## config.mk

```make
export PLATFORM = sky130hd
export DESIGN_NAME = spi_mem_slave
export DESIGN_NICKNAME = d
export VERILOG_FILES = /design/src/rtl/spi_mem_pkg.sv /design/src/rtl/spi_mem_array.sv /design/src/rtl/spi_mem_slave.sv
export SDC_FILE = /design/constraint.sdc
export NUM_CORES = 1
export LEC_CHECK = 0
export CAP_MARGIN = 40
export CORE_MARGIN = 2
export CORE_UTILIZATION = 53
export CTS_CLUSTER_SIZE = 14
export DETAILED_ROUTE_END_ITERATION = 10
export GPL_ROUTABILITY_DRIVEN = 0
export GPL_TIMING_DRIVEN = 0
export PLACE_DENSITY = 0.75
export SYNTH_ARGS = -nofsm -noshare
export SYNTH_HDL_FRONTEND = slang
export SYNTH_SLANG_ARGS = --single-unit
```

## constraint.sdc

```tcl
create_clock -name clk -period 4.05 [get_ports clk]
set_input_delay 0.81 -clock clk [delete_from_list [all_inputs] [get_ports clk]]
set_output_delay 0.81 -clock clk [all_outputs]
set_load 0.01 [all_outputs]
```

## src/rtl/spi_mem_pkg.sv

```systemverilog
// rtl/spi_mem_pkg.sv - shared states, frame lengths and index width for the SPI memory slave
package spi_mem_pkg;

  typedef enum logic [2:0] {
    IDLE,
    ALIGN,
    OP,
    ADDR,
    DATA,
    COMMIT,
    READ_WAIT,
    READ_SEND
  } state_t;

  localparam int WR_FRAME_BITS = 17;
  localparam int RD_FRAME_BITS = 9;
  localparam int IDX_W         = 5;
  localparam int ADDR_W        = RD_FRAME_BITS - 1;

  localparam logic [3:0] ADDR_LAST = 4'(ADDR_W - 1);
  localparam logic [3:0] DATA_LAST = 4'(WR_FRAME_BITS - RD_FRAME_BITS - 1);

endpackage

```

## src/rtl/spi_mem_array.sv

```systemverilog
// rtl/spi_mem_array.sv - word storage, sync write / async read; SPI_MEM_SLAVE_INIT_EN loads mem[i] = i on rst
module spi_mem_array
  import spi_mem_pkg::*;
#(
  parameter int DATA_W = 8,
  parameter int DEPTH  = 32
) (
  input  logic              clk_i,
`ifdef SPI_MEM_SLAVE_INIT_EN
  input  logic              rst_i,
`endif
  input  logic              we_i,
  input  logic [IDX_W-1:0]  waddr_i,
  input  logic [DATA_W-1:0] wdata_i,
  input  logic [IDX_W-1:0]  raddr_i,
  output logic [DATA_W-1:0] rdata_o
);

  logic [DATA_W-1:0] mem_q [DEPTH];

`ifdef SPI_MEM_SLAVE_INIT_EN
  always_ff @(posedge clk_i) begin
    if (rst_i) begin
      for (int i = 0; i < DEPTH; i++) mem_q[i] <= DATA_W'(i);
    end else if (we_i) begin
      mem_q[waddr_i] <= wdata_i;
    end
  end
`else
  always_ff @(posedge clk_i) begin
    if (we_i) mem_q[waddr_i] <= wdata_i;
  end
`endif

  assign rdata_o = mem_q[raddr_i];

endmodule

```

## src/rtl/spi_mem_slave.sv

```systemverilog
// rtl/spi_mem_slave.sv - clk-sampled SPI frame slave over a word memory; honours SPI_MEM_SLAVE_INIT_EN
module spi_mem_slave
  import spi_mem_pkg::*;
#(
  parameter int DATA_W   = 8,
  parameter int DEPTH    = 32,
  parameter int READ_LAT = 2
) (
  input  logic clk,
  input  logic rst,
  input  logic cs,
  input  logic mosi,
  output logic miso,
  output logic ready,
  output logic op_done
);

  localparam int BIT_IW = $clog2(DATA_W);

  state_t            state_q;
  logic [3:0]        cnt_q;
  logic [3:0]        lat_q;
  logic              op_q;
  logic [ADDR_W-1:0] addr_q, addr_d;
  logic [DATA_W-1:0] data_q, data_d;
  logic [DATA_W-1:0] rd_word_q, mem_rdata;
  logic              miso_q, ready_q, op_done_q;
  logic              wr_en;

  assign addr_d = {mosi, addr_q[ADDR_W-1:1]};
  assign data_d = {mosi, data_q[DATA_W-1:1]};
  assign wr_en  = (state_q == COMMIT) && !rst;

  spi_mem_array #(
    .DATA_W (DATA_W),
    .DEPTH  (DEPTH)
  ) u_array (
    .clk_i   (clk),
`ifdef SPI_MEM_SLAVE_INIT_EN
    .rst_i   (rst),
`endif
    .we_i    (wr_en),
    .waddr_i (addr_q[IDX_W-1:0]),
    .wdata_i (data_q),
    .raddr_i (addr_d[IDX_W-1:0]),
    .rdata_o (mem_rdata)
  );

  // IDLE waits for cs high so a frame can only start after the master releases cs.
  always_ff @(posedge clk) begin
    if (rst) begin
      state_q   <= IDLE;
      cnt_q     <= '0;
      lat_q     <= '0;
      op_q      <= 1'b0;
      addr_q    <= '0;
      data_q    <= '0;
      rd_word_q <= '0;
      miso_q    <= 1'b0;
      ready_q   <= 1'b0;
      op_done_q <= 1'b0;
    end else begin
      miso_q    <= 1'b0;
      ready_q   <= 1'b0;
      op_done_q <= 1'b0;
      case (state_q)
        IDLE:  if (cs) state_q <= ALIGN;
        ALIGN: if (!cs) state_q <= OP;
        OP: begin
          if (cs) begin
            state_q <= IDLE;
          end else begin
            op_q    <= mosi;
            cnt_q   <= '0;
            state_q <= ADDR;
          end
        end
        ADDR: begin
          if (cs) begin
            state_q <= IDLE;
          end else begin
            addr_q <= addr_d;
            cnt_q  <= cnt_q + 4'd1;
            if (cnt_q == ADDR_LAST) begin
              cnt_q <= '0;
              if (op_q) begin
                state_q <= DATA;
              end else begin
                rd_word_q <= mem_rdata;
                lat_q     <= 4'(READ_LAT);
                state_q   <= READ_WAIT;
              end
            end
          end
        end
        DATA: begin
          if (cs) begin
            state_q <= IDLE;
          end else begin
            data_q <= data_d;
            cnt_q  <= cnt_q + 4'd1;
            if (cnt_q == DATA_LAST) state_q <= COMMIT;
          end
        end
        COMMIT: begin
          op_done_q <= 1'b1;
          state_q   <= IDLE;
        end
        READ_WAIT: begin
          lat_q <= lat_q - 4'd1;
          if (lat_q == 4'd1) begin
            ready_q <= 1'b1;
            miso_q  <= rd_word_q[0];
            cnt_q   <= '0;
            state_q <= READ_SEND;
          end
        end
        READ_SEND: begin
          miso_q <= rd_word_q[cnt_q[BIT_IW-1:0]];
          cnt_q  <= cnt_q + 4'd1;
          if (cnt_q == DATA_LAST) state_q <= IDLE;
        end
        default: state_q <= IDLE;
      endcase
    end
  end

  assign miso    = miso_q;
  assign ready   = ready_q;
  assign op_done = op_done_q;

endmodule

```

## After elaboration in Yosys (flattened, before gate mapping)

Memories as Yosys holds them, arrays and structs flattened. A register that Yosys moved wholly into a read port is not among the register bits.
Index checks and enable logic that the tools add are counted.

- Memories kept: 1
- Memory bits (writable): 256
- Output and inout port bits: 3
- Bits in registers: 31
- Input bits: 4

- Eq/ne operators: 20
- Add/subtract/negate cells: 2
- Reduce and logical (&&, ||, !) cells: 13
- Muxes and demuxes: 29
- Bitwise logic cells: 3
- $lt $le $gt $ge: 1

Memories:

| name | words | bits a word | read ports | clocked after Yosys merged registers in | wr ports | RTL line | source |
|---|---|---|---|---|---|---|---|
| u_array.mem_q | 32 | 8 | 1 | 1 | 1 | spi_mem_array.sv:19 | `logic [DATA_W-1:0] mem_q [DEPTH];` |

Operators with widths:

| kind | count |
|---|---|
| $mux W4 | 8 |
| $mux W3 | 8 |
| $pmux W3 S8 | 1 |
| $pmux W4 S5 | 1 |
| $ne A2 B2 Y1 const B | 9 |
| $eq A3 B3 Y1 const B | 4 |
| $pmux W4 S2 | 1 |
| $reduce_and A4 Y1 | 2 |
| $eq A3 B2 Y1 const B | 2 |
| $mux W1 | 6 |
| $ne A3 B3 Y1 const B | 2 |
| $reduce_and A2 Y1 | 3 |
| $reduce_and A6 Y1 | 1 |
| $reduce_and A5 Y1 | 1 |
| $reduce_bool A5 Y1 | 1 |
| $add A4 B1 Y4 const B | 1 |
| $eq A4 B1 Y1 const B | 1 |
| $eq A4 B3 Y1 const B | 1 |
| $lt A3 B4 Y1 const B | 1 |
| $mux W2 | 2 |
| $sub A4 B1 Y4 const B | 1 |
| $bmux W1 S3 | 1 |
| $eq A3 B1 Y1 const B | 1 |
| $logic_not A3 Y1 | 1 |
| other kinds (6) | 8 |

## Depth between registers and ports, before layout

Gate-level depths: netlist of run 1.

- Depth after elaboration: 4
- Mapped depth: 9
- Mapped depth without buffers: 7

## Hierarchy

Synthesis of run 1 repeated with hierarchy kept, for this count alone.

- Cells, all modules: 620
- Area, all modules: 11,651.2 um2

By module, submodules not included:

| module | area each (um2) | instances | sequential area each (um2) | cells an instance |
|---|---|---|---|---|
| spi_mem_array | 9,893.2 | 1 | 7,687.4 | 409 |
| spi_mem_slave | 1,757.9 | 1 | 780.7 | 211 |

## Worst setup path before layout of run 1

No wires, ideal clock.

- Path type: input port to flip-flop
- Start point: input rst
- End point: memory u_array.mem_q[24][0] (enable)
- Arrival: 1,993 ps
- Data required time: 3,667 ps
- Cell stages on the path: 4
- Setup time: 383 ps
- Setup slack: 1,674 ps
- Buffers on the path: 1
- Cell sequence: nor4_1 -> nand2b_1 -> clkbuf_1 -> nor3_1

- Word-level cells in the longest chain between the ends: 4

RTL lines:

| element | RTL line | source |
|---|---|---|
| from (decl) | spi_mem_slave.sv:10 | `input logic rst,` |
| $logic_not A1 Y1 | spi_mem_slave.sv:32 | `assign wr_en = (state_q == COMMIT) && !rst;` |
| $logic_and A1 B1 Y1 | spi_mem_slave.sv:32 |  |
| $mux W1 | spi_mem_array.sv:31 | `if (we_i) mem_q[waddr_i] <= wdata_i;` |
| $mux W1 (implied by the code) | spi_mem_array.sv:31 |  |
| to (decl) | spi_mem_array.sv:19 |  |

No other way between the ends.

## Final worst setup path of run 1

- Start point: register addr_q[1]
- End point: memory u_array.mem_q[7][6] (enable)

RTL lines:

| element | RTL line | source |
|---|---|---|
| from (decl) | spi_mem_slave.sv:24 | `logic [ADDR_W-1:0] addr_q, addr_d;` |
| from (signal assigned) | spi_mem_slave.sv:82 | `addr_q <= addr_d;` |

No word-level cell before the write port.

==> summary.txt, run 1 <==
Placed design
  – HPWL after DPL: about 19,000 µm
  – Port Buffers: 5
  – DP Worst Slack: roughly 0.62 ns

Floorplanning
  – Die width: ~150 µm
  – Full die area: around 23,000 µm²
  – Io pins: 7
  – Die H: roughly 150 µm
  – Core area: 21,760 µm²
  – Num rows: 54
  – Starting Density: a little over half

Yosys
  – Largest area contributor in the netlist: edfxtp_1
  – Yosys cell types: 54
  – Area share of fa/ha/maj cells after synthesis: 0.3199%
  – Syn Nets: 715
  – Synth warn: 0
  – Yosys top cell area share: 65.52%
  – Main combinational cell family by area after synthesis: multiplexers
  – Avg Inst Size Synth: around 17 µm²
  – Multiplexer area fraction after synthesis: 12.47%
  – Post-synth EDFFs: roughly 260
  – Top_reg_cell synth: edfxtp_1
  – Gate Count Post-Synth: 708
  – Synth area leaders: edfxtp_1 66%, mux4_2 7.1%, dfxtp_1 6.7%
  – XOR/XNOR share of the synthesized area: less than 1%
  – Simple-Gate Fraction of Synth Area: 6.911%
  – Fraction of registers with async set/reset: 0%
  – Mapped cell area: ~12,000 µm²
  – Seq cells post-synth: slightly below 300
  – Compound-Gate Fraction of Synth Area: under 10%
  – Sequential element share of the synthesized area: 72.18%

Timing
  – Worst Skew: roughly 0.010 ns
  – Slew HR: 43.65%
  – Fmax: around 310 MHz
  – Slew Viols, Final: 0
  – Worst Tran Pin Value: between 0.8 and 0.9 ns
  – Final Hold Viols: 0
  – Post-route clock period utilization: around four fifths
  – Unrepaired setup endpoints after global routing: no
  – Final hold slack: approximately 0.46 ns
  – Final setup TNS: 0 ns
  – Final setup violation count: 0
  – Fin crit period: approximately 3.2 ns
  – Final worst setup slack: around 0.82 ns

Detailed routing
  – Via count: roughly 6,800
  – Wire length per cell: about 26 µm
  – Vias/cell: around 6.4
  – First-pass iteration count of the detailed router: 5
  – DR iter-0 viols: around 800
  – Final WL: between 20,000 and 30,000 µm
  – Antenna Nets Post-Route: 0
  – # DRC: 0

Setup path
  – Worst setup SP type: flop
  – Most used cell along the critical path: buf_4
  – Req. time, crit path: between 4 and 5 ns
  – R2R Path Start: addr_q[1]
  – Type of destination of the critical path: flop
  – Slowest cell on the critical path: nor2_1
  – R2R cell count: 7
  – Reg2reg end: u_array.mem_q[7][6]
  – Critical path type: reg -> reg
  – CP cell instances: buf_4 -> buf_6 -> buf_6 -> buf_4 -> buf_4 -> nand3_1 -> nor2_1
  – Slowest Stage Delay on Critical Path: between 0.8 and 0.9 ns
  – Worst-path maximum fanout: 10
  – Worst EP arrival: roughly 3.4 ns
  – Worst reg2reg setup slack: about 0.82 ns

Global routing
  – First-pass GRT wire length: 42,040 µm
  – Total grt overflow: 0
  – Number of global-route vias before repair: between 6,000 and 7,000
  – Initial antenna violation count: 0
  – Pin count of the biggest net entering global routing: 25
  – GRT Overall Usage: about a quarter

Power
  – Internal power: between 0.004 and 0.005 W
  – Switch share: 18.80%
  – Combinational cell fraction of total power: 0.6%
  – Sequential power share: 54.7%
  – Clk network pwr share: roughly 45%
  – Pleak: 4.507 nW
  – Max IR drop VDD: around 250 µV
  – P_sw: between 0.001 and 0.0015 W
  – P per Cell Area: ~450 nW/µm²

Layout
  – Most frequent cells in the layout: 256 x edfxtp_1, 58 x mux2i_1, 49 x nand2_1, 44 x nor2_1, 39 x dfxtp_1
  – Area growth syn-to-layout: 13.37%
  – Nets@finish: between 700 and 800
  – Final Util: between 60 and 70%
  – Share of layout cells above drive strength 1: between 15 and 20%
  – Most common cell after layout, fill and taps aside: edfxtp_1
  – ANT cells: 0

CTS
  – CTS Hold Bufs: 0
  – CTS Sinks: between 200 and 300
  – CTS tree: done
  – H-tree lvl count: 1
  – TritonCTS Buffers: 29
  – Register clock-pin slew on the reported worst setup and hold paths: roughly 0.060 ns
  – Clk_lat worst skew: about 0.54 ns
  – Worst-case clock buffer depth: 3
  – CTS root buf: clkbuf_16
  – Resized Gates After CTS: 0
  – Postcts setup bufs: 0

Flow run
  – Max_cap viols: 0

Hold path
  – Hold path startpoint: addr_q[7]
  – Depth of the worst hold-timing path: 2
  – Hold EP: addr_q[7]
  – HP Class: reg -> reg

Status
  – Status: finished, final reports clean
==> logic make-up after synthesis <==
logic type | count (synthesis)
adder cells (fa/ha/maj) | 3
AO/OA/AOI/OAI | 95
XOR/XNOR | 5
buffers and inverters | 46
multiplexers | 99
AND/OR/NAND/NOR | 165
flip-flops | 295
==> flip-flops by register name, indices dropped and copies added, names as in the netlist <==
signal	cells
lat_q	4
op_q	1
miso	1
state_q	3
ready	1
addr_q	8
data_q	8
u_array.mem_q	256
cnt_q	4
rd_word_q	8
op_done	1
==> power groups by stage <==
stage | clock (W) | sequential, W | combinational (W)
CTS | 0.00268 | 0.00326 | 0.0000336
global placement | 0 | 0.00332 | 0.0000316
global route | 0.00280 | 0.00325 | 0.0000368
floorplan | 0 | 0.00332 | 0.0000237
finish | 0.00266 | 0.00326 | 0.0000341
detailed placement | 0 | 0.00332 | 0.0000335
==> Yosys cell counts (all sizes together) (8+ instances only) <==
cell type / number
a21oi: 31
mux2i: 58
nor2: 44
nand2b: 9
clkbuf: 17
o22ai: 15
nor3: 18
dfxtp: 39
mux4: 37
a22oi: 8
buf: 25
edfxtp: 256
nand2: 49
==> layer usage <==
layer  part of all wire, %  GRT usage (%)  up-vias
met5                     0              0        -
met4                   4.7          10.76        0
met3                    10          3.783       93
met2                    47          37.48      463
met1                    38          33.47     3382
li1                      -              -     2887
==> area by class of cell <==
class | count | area [µm²]
flip-flops and latches | 295 | 8468
fillers | 1523 | 8454
multi-input cells | 367 | 2993
clock buffers | 34 | 744.5
well taps | 280 | 350.3
repair buffers | 19 | 275.3
plain buffers | 42 | 256.5
clock inverters | 19 | 198.9
inverters | 4 | 15.01
==> worst max-delay path, delay by kind of cell, from the launching register on <==
family,cells,cell delay [ns]
buffers and inverters,5,1.10
DFF,1,0.32
and+or+nand+nor,2,1.41
==> metrics by stage <==
| stage | power (W) | cell area (µm²) | instances |
|---|---|---|---|
| 2_1_floorplan | 0.003345 | 11730 | 708 |
| 3_3_place_gp | 0.003353 | 12130 | 993 |
| 3_5_place_dp | 0.003355 | 12350 | 1006 |
| 4_1_cts | 0.005973 | 13290 | 1059 |
| 5_1_grt | 0.006089 | 13300 | 1060 |
| 6_report | 0.005951 | 13300 | 1060 |
==> how the worst max path moves through the flow <==
stage	startpoint	end	cells after the start
after floorplan	rst	u_array.mem_q[24][0]	4
after global placement	rst	u_array.mem_q[25][0]	4
after detailed placement	rst	u_array.mem_q[9][2]	4
after CTS	addr_q[1]	u_array.mem_q[7][1]	7
after global routing	addr_q[1]	u_array.mem_q[7][2]	7
final	addr_q[1]	u_array.mem_q[7][6]	7
No activity file was read; power rests on OpenSTA's default activity.
==> run 2: changes to the inputs <==
--- a/config.mk
+++ b/config.mk
@@ -12,7 +12,7 @@
 export DETAILED_ROUTE_END_ITERATION = 10
 export GPL_ROUTABILITY_DRIVEN = 0
 export GPL_TIMING_DRIVEN = 0
-export PLACE_DENSITY = 0.75
+export PLACE_DENSITY = 0.77
 export SYNTH_ARGS = -nofsm -noshare
 export SYNTH_HDL_FRONTEND = slang
 export SYNTH_SLANG_ARGS = --single-unit
==> constraint.sdc (replaced) <==
create_clock -name clk -period 2.82 [get_ports clk]
set_input_delay 0.564 -clock clk [delete_from_list [all_inputs] [get_ports clk]]
set_output_delay 0.564 -clock clk [all_outputs]
set_load 0.01 [all_outputs]
==> summary.txt, run 2 (synthesis results as in run 1) <==
Status
  – Status: complete, but fails checks
  – Failing checks: setup timing

CTS
  – CTS Sinks: 295 (unchanged)
  – H-tree lvl count: 1 (unchanged)
  – CTS Hold Bufs: 0 (unchanged)
  – TritonCTS Buffers: 29 (unchanged)
  – Clk_lat worst skew: 0.55 ns (about the same)
  – Register clock-pin slew on the reported worst setup and hold paths: 0.08 ns (+0.02 ns)
  – Worst-case clock buffer depth: 3 (unchanged)
  – CTS root buf: clkbuf_16
  – CTS tree: done

Floorplanning
  – Die H: 152.8 µm (unchanged)
  – Die width: 152.8 µm (unchanged)
  – Starting Density: 53.93% (unchanged)
  – Num rows: 54 (unchanged)
  – Io pins: 7 (unchanged)
  – Full die area: 23,340 µm² (unchanged)
  – Core area: 21,760 µm² (unchanged)

Setup path
  – Type of destination of the critical path: flop
  – Worst setup SP type: flop
  – R2R Path Start: addr_q[1]
  – Worst-path maximum fanout: 10 (unchanged)
  – Req. time, crit path: 3.00 ns (-1.21 ns)
  – Critical path type: reg -> reg
  – Worst EP arrival: 3.11 ns (-0.28 ns)
  – Crit path from: addr_q[1]

Hold path
  – Hold path startpoint: rd_word_q[6]
  – HP Class: reg -> reg

Global routing
  – Number of global-route vias before repair: 6,946 (+3.1%)
  – Total grt overflow: 0 (unchanged)
  – Initial antenna violation count: 0 (unchanged)
  – First-pass GRT wire length: 42,760 µm (+1.7%)
  – Pin count of the biggest net entering global routing: 25 (unchanged)
  – GRT Overall Usage: 24.46% (+0.58 points)

Power
  – Max IR drop VDD: 345.9 µV (+40%)
  – Post-layout power: 0.008622 W (+45%)
  – P per Cell Area: 637.2 nW/µm² (+42%)
  – Pleak: 4.444 nW (-1.4%)

Timing
  – Unrepaired setup endpoints after global routing: yes
  – Fmax: 340.8 MHz (+10%)
  – Post-route clock period utilization: 104.1% (+24 points)
  – Fin crit period: 2.934 ns (-0.2974 ns)
  – Worst Skew: 0.01689 ns (+0.006414 ns)
  – Worst Tran Pin Value: 0.9568 ns (+0.1147 ns)
  – Slew Viols, Final: 0 (unchanged)
  – Final worst setup slack: -0.1143 ns (-0.9326 ns)
  – Final Hold Viols: 0 (unchanged)
  – Final setup violation count: 126 (+126)
  – Slew HR: 36.21% (-7.4 points)

Placed design
  – Dpl cell area: 12,320 µm² (-0.24%)
  – HPWL after DPL: 18,580 µm (-1.7%)
  – Placed insts: 1,005 (-0.099%)
  – Port Buffers: 5 (unchanged)
  – DP Worst Slack: -0.3866 ns (-1.011 ns)

Layout
  – Final non-filler cell area: 13,530 µm² (+1.7%)
  – Final Util: 62.19% (+1.1 points)
  – Post-Layout Cell Count: 1,067 (+0.66%)
  – Nets@finish: 771 (+0.78%)
  – ANT cells: 0 (unchanged)
  – Fillers: 1,464 (-3.9%)
  – Most frequent cells in the layout: 256 x edfxtp_1, 57 x mux2i_1, 49 x nand2_1, 39 x dfxtp_1, 37 x mux4_2
  – Largest register by flop count: u_array.mem_q
  – Most common cell after layout, fill and taps aside: edfxtp_1
  – Area growth syn-to-layout: 15.32%
  – Share of layout cells above drive strength 1: 21.22% (+4.4 points)
  – Max reg flops: 256 (unchanged)

Detailed routing
  – DR iter-0 viols: 775 (-2.5%)
  – # DRC: 0 (unchanged)
  – Final WL: 28,900 µm (+2.9%)
  – Vias/cell: 6.550 (+1.7%)
  – Antenna Nets Post-Route: 0 (unchanged)
  – First-pass iteration count of the detailed router: 7 (+2)
  – Wire length per cell: 27.08 µm (+2.2%)
  – Via count: 6,989 (+2.4%)

Flow run
  – Max_cap viols: 0 (unchanged)
[run 2: path summary, 6_finish.rpt]
path                                to  slack, ns  cells past startpoint
setup / recovery  u_array.mem_q[18][6]      -0.11                      7
hold / removal            rd_word_q[6]       0.47                      2
setup reg to reg  u_array.mem_q[18][6]      -0.11                      7
hold reg to reg           rd_word_q[6]       0.47                      2
[run 2: area by class of cell]
class | instances | area (µm²) | share of cell area, %
Sequential cell | 295 | 8468 | 62.59
Multi-Input combinational cell | 367 | 3164 | 23.39
Clock inverter | 20 | 180.2 | 1.332
Timing Repair Buffer | 25 | 307.8 | 2.275
Tap cell | 280 | 350.3 | 2.589
Buffer | 42 | 257.7 | 1.905
Clock buffer | 34 | 787.0 | 5.817
Inverter | 4 | 15.01 | 0.1110
[run 2: metrics by stage]
step	hold slack (ns)	setup TNS, ns
final	0.4656	-8.404
after CTS	0.4633	-13.74
after global routing	0.4807	-18.34
after global placement	0.4403	-46.60
after floorplan	0.4287	0
after detailed placement	0.4461	-40.85
[run 2: critical path, stage by stage, from the launching register on]
cell and delay (ns):
dfxtp_1 0.39, buf_4 0.20, buf_6 0.22, buf_6 0.23, buf_4 0.27, buf_4 0.24
nand2_1 0.38, nor2_2 0.59
[run 2: what timing repair did]
action / CTS / global route
setup endpoints to repair: 186 / 215
buffers inserted: 1 / 6
gates resized for setup: 21 / 27
gates cloned: 0 / 0
pin swaps: 2 / 0
hold endpoints to repair: 0 / 0
[run 2: per-layer routing]
layer / part of all wire, % / vias to the layer above / GRT usage (%)
met4: 5.0 / 0 / 10.41
met1: 37 / 3462 / 32.90
met5: 0 / - / 0
met3: 11 / 100 / 4.721
met2: 47 / 519 / 39.55
li1: - / 2908 / -
[run 2: power breakdown]
group | switching [W] | internal, W
Combinational | 0.0000340 | 0.0000164
Clock | 0.00163 | 0.00227
Sequential | 0.00000277 | 0.00467
Total | 0.00166 | 0.00696
